<file path="src/rtl/top_core.sv">
// Two-button logic block: synchronise + debounce in_1/in_0, apply op-selected boolean, register to out_0.
// Latency: SYNC_STAGES+DEBOUNCE_CYCLES+1 edges from input change, 1 edge from op change; no backpressure.
module top_core #(
  parameter int SYNC_STAGES     = 2,
  parameter int DEBOUNCE_CYCLES = 4,
  parameter int CNT_W           = 3
) (
  input  logic       clk,
  input  logic       rst,
  input  logic       in_1,
  input  logic       in_0,
  input  logic [1:0] op,
  output logic       out_0,
  output logic       out_chg
);

  localparam logic [CNT_W-1:0] CNT_MAX = CNT_W'(DEBOUNCE_CYCLES - 1);

  logic [1:0]             raw;
  logic [SYNC_STAGES-1:0] sync_q [2];
  logic [CNT_W-1:0]       cnt_q  [2];
  logic [1:0]             synced;
  logic [1:0]             db_q;
  logic                   f;

  assign raw = {in_1, in_0};

  always_comb begin
    for (int i = 0; i < 2; i++) begin
      synced[i] = sync_q[i][SYNC_STAGES-1];
    end
  end

  always_ff @(posedge clk) begin
    if (rst) begin
      for (int i = 0; i < 2; i++) begin
        sync_q[i] <= '0;
      end
    end else begin
      for (int i = 0; i < 2; i++) begin
        sync_q[i] <= {sync_q[i][SYNC_STAGES-2:0], raw[i]};
      end
    end
  end

  // A change is accepted only after it has disagreed with db for DEBOUNCE_CYCLES consecutive edges.
  always_ff @(posedge clk) begin
    if (rst) begin
      db_q <= '0;
      for (int i = 0; i < 2; i++) begin
        cnt_q[i] <= '0;
      end
    end else begin
      for (int i = 0; i < 2; i++) begin
        if (synced[i] == db_q[i]) begin
          cnt_q[i] <= '0;
        end else if (cnt_q[i] == CNT_MAX) begin
          db_q[i]  <= synced[i];
          cnt_q[i] <= '0;
        end else begin
          cnt_q[i] <= cnt_q[i] + 1'b1;
        end
      end
    end
  end

  always_comb begin
    f = 1'b0;
    case (op)
      2'b00:   f = db_q[1] & db_q[0];
      2'b01:   f = db_q[1] | db_q[0];
      2'b10:   f = db_q[1] ^ db_q[0];
      default: f = ~(db_q[1] & db_q[0]);
    endcase
  end

  always_ff @(posedge clk) begin
    if (rst) begin
      out_0   <= 1'b0;
      out_chg <= 1'b0;
    end else begin
      out_0   <= f;
      out_chg <= (f != out_0);
    end
  end

endmodule

</file>
<file path="config.mk">
export PLATFORM = sky130hd
export DESIGN_NAME = top_core
export DESIGN_NICKNAME = d
export VERILOG_FILES = /design/src/rtl/top_core.sv
export SDC_FILE = /design/constraint.sdc
export NUM_CORES = 1
export LEC_CHECK = 0
export CAP_MARGIN = 30
export CORE_MARGIN = 2
export CORE_UTILIZATION = 40
export CTS_CLUSTER_DIAMETER = 80
export CTS_CLUSTER_SIZE = 40
export DETAILED_ROUTE_END_ITERATION = 8
export DONT_BUFFER_PORTS = 1
export GPL_ROUTABILITY_DRIVEN = 0
export PLACE_DENSITY = 0.65
export SLEW_MARGIN = 5
export SYNTH_ARGS = -nofsm -noshare
export SYNTH_HDL_FRONTEND = slang
export SYNTH_SLANG_ARGS = --single-unit
export TNS_END_PERCENT = 20
</file>
<file path="constraint.sdc">
create_clock -name clk -period 1.83 [get_ports clk]
set_clock_uncertainty 0.05 [all_clocks]
set_input_delay 0.366 -clock clk [delete_from_list [all_inputs] [get_ports clk]]
set_output_delay 0.366 -clock clk [all_outputs]
set_load 0.005 [all_outputs]
</file>
==> reports/metrics.yaml <==
layout-drive-gt1-share_pct: 9.38
cts_tree: "yes"
finalCriticalPeriod_ns: 1.59
ys_types: 16
nets: 77
ys_ff_latch: 14
postCtsHoldBufs: 0
drt-wirelength-per-cell_um: 9.51
clk_pin_slew_ns: 0.09
p_seq_share_pct: 57.8
via_count: 352
slew_violations: 0
cts_setup_buffers: 0
gr-total-overflow: 0
final.setup.tns_ns: 0
timing.hold.ws_ns: 0.0865
clockRootBuffer: "clkbuf_4"
max_stage_delay_ns: 0.40
area_growth_pct: 11.2
netlist_instances: 56
intPower_uw: 474
drv_cap: 0
hpwl_um: 578
cp.required_ns: 1.96
comb_power_share_pct: 4.6
worst_ep_arrival_time_ns: 1.73
rows: 14
synthesis.area_sq_um: 624
cts.sinks: 14
first_global_vias: 322
ys_warn_count: 0
cts_buffer_depth: 2
clkPwrFrac_pct: 37.7
slowest_stage: "dfxtp_1"
antenna_found_initial: 0
viasPerCell: 4.40
wirelength_met1_um: 428
switching_share_pct: 20.3
drt.antenna.violating_nets: 0
min_path_type: "input pin to flop"
grt_max_degree: 12
clock_latency_ns: 0.27
numPortBuffers: 0
crit_buf_inv: 1
ios: 8
die_w_um: 43.5
setup_viol: 0
worstPathMaxFanout: 4
n_antenna_cell: 0
wl_met3_um: 45
grt_pass1_wl_um: 1260
drc: 0
seq_area_frac_synth_pct: 54.5
cts-resized-gates: 0
core_area_sq_um: 1490
drtPass1Iterations: 3
power.density_nw_per_um2: 857
numCtsBuffers: 3
vdd_drop_max_mv: 0.396
die_y_um: 43.5
syn_avg_cell_area_sq_um: 11.1
outcome: "finished clean"
end_kind: "flop"
hold_viol: 0
htreeDepth: 1
grt_use_total_pct: 9.27
drtIter0Drc: 1
die-area_sq_um: 1890
cp-start-kind: "flop"
drt-total-wl_um: 761
critical_path_class: "flop to flop"
finalCritPeriodShare_pct: 87.0
wl_met2_um: 269
p_leak_uw: 0.000296
max_freq_mhz: 628
worstPathCellList: "inv_1 > ha_1 > o22ai_1 > a2bb2oi_2 > mux2_4"
start_util_pct: 41.9
top_layer: "met4"
rsz0062_at_grt: "no"
p_switching_uw: 121
cp_top_family: "flip-flops"
==> flip-flops by register name (all words and copies together) (netlist names) <==
signal,cells
cnt_q,6
db_q,2
out_chg,1
sync_q,4
out_0,1
==> cells in the final DEF (no fill, tap or decap) <==
cell	n
ha_1	6
inv_1	7
mux2_4	1
or3_1	2
nor2_1	10
o21ai_0	1
mux2i_1	2
edfxtp_1	6
o22ai_1	1
xnor2_1	2
nor2b_1	6
a21boi_0	1
conb_1	6
dfxtp_1	8
a2bb2oi_2	1
clkbuf_8	1
clkbuf_4	3
==> metal layers <==
layer  track usage, %  up-vias
li1                 -      193
met1             12.7      148
met2             12.2        9
met3             2.50        2
met4             7.27        0
met5                0        -
==> path summary, 6_finish.rpt <==
kind                      startpoint                       to  slack, ns  depth (start not counted)
max             db_q[0]$_SDFFE_PP0N_       out_chg$_SDFF_PP0_       0.24                          5
min                              rst     db_q[1]$_SDFFE_PP0N_       0.09                          1
max reg2reg     db_q[0]$_SDFFE_PP0N_       out_chg$_SDFF_PP0_       0.24                          5
min reg2reg  sync_q[0][0]$_SDFF_PP0_  sync_q[0][1]$_SDFF_PP0_       0.39                          1
==> through the flow <==
step / setup slack (ns) / cell area (sq um) / util [%] / power, uW / std cells
2_1_floorplan: 0.314 / 643 / - / 377 / 61
4_1_cts: 0.231 / 694 / 46.6 / 601 / 80
5_1_grt: 0.135 / 694 / 46.6 / 614 / 80
3_5_place_dp: 0.216 / 658 / 44.2 / 378 / 76
6_report: 0.238 / 694 / 46.6 / 595 / 80
3_3_place_gp: 0.278 / 658 / 44.2 / 377 / 76
==> cell usage after synthesis <==
| master | n | share of area, % |
|---|---|---|
| nor2b_1 | 6 | 6.0 |
| conb_1 | 1 | 0.60 |
| nor2_1 | 10 | 6.0 |
| a21boi_0 | 1 | 1.2 |
| edfxtp_1 | 6 | 29 |
| ha_1 | 6 | 12 |
| mux2i_1 | 2 | 3.2 |
| a2bb2oi_2 | 1 | 2.4 |
| o22ai_1 | 1 | 1.0 |
| buf_2 | 1 | 0.80 |
| xnor2_1 | 2 | 2.8 |
| dfxtp_1 | 8 | 26 |
| mux2_4 | 1 | 2.4 |
| inv_1 | 7 | 4.2 |
| o21ai_0 | 1 | 0.80 |
| or3_1 | 2 | 2.0 |
==> logic make-up after synthesis <==
group,after synthesis,synth area share [%]
compound gates,4,5.41
xor+xnor,2,2.81
other cells,1,0.601
mux,3,5.61
buf+inv,8,5.01
simple gates,18,14.0
fa+ha+maj,6,12.0
flops,14,54.5
==> area by class of cell <==
class	count	area, sq um
tap	16	20.0
multi-input combinational	39	272
inverter	7	26.3
clock buffer	4	36.3
sequential	14	340
fill	137	795
==> power groups by stage <==
stage / combinational [uW] / clock, uW / sequential (uW)
final: 27.3 / 224 / 344
after global routing: 31.4 / 238 / 345
after CTS: 27.5 / 229 / 344
after floorplan: 27.0 / 0 / 350
after detailed placement: 27.5 / 0 / 351
after global placement: 26.4 / 0 / 351
(Power assumes the default switching activity.)
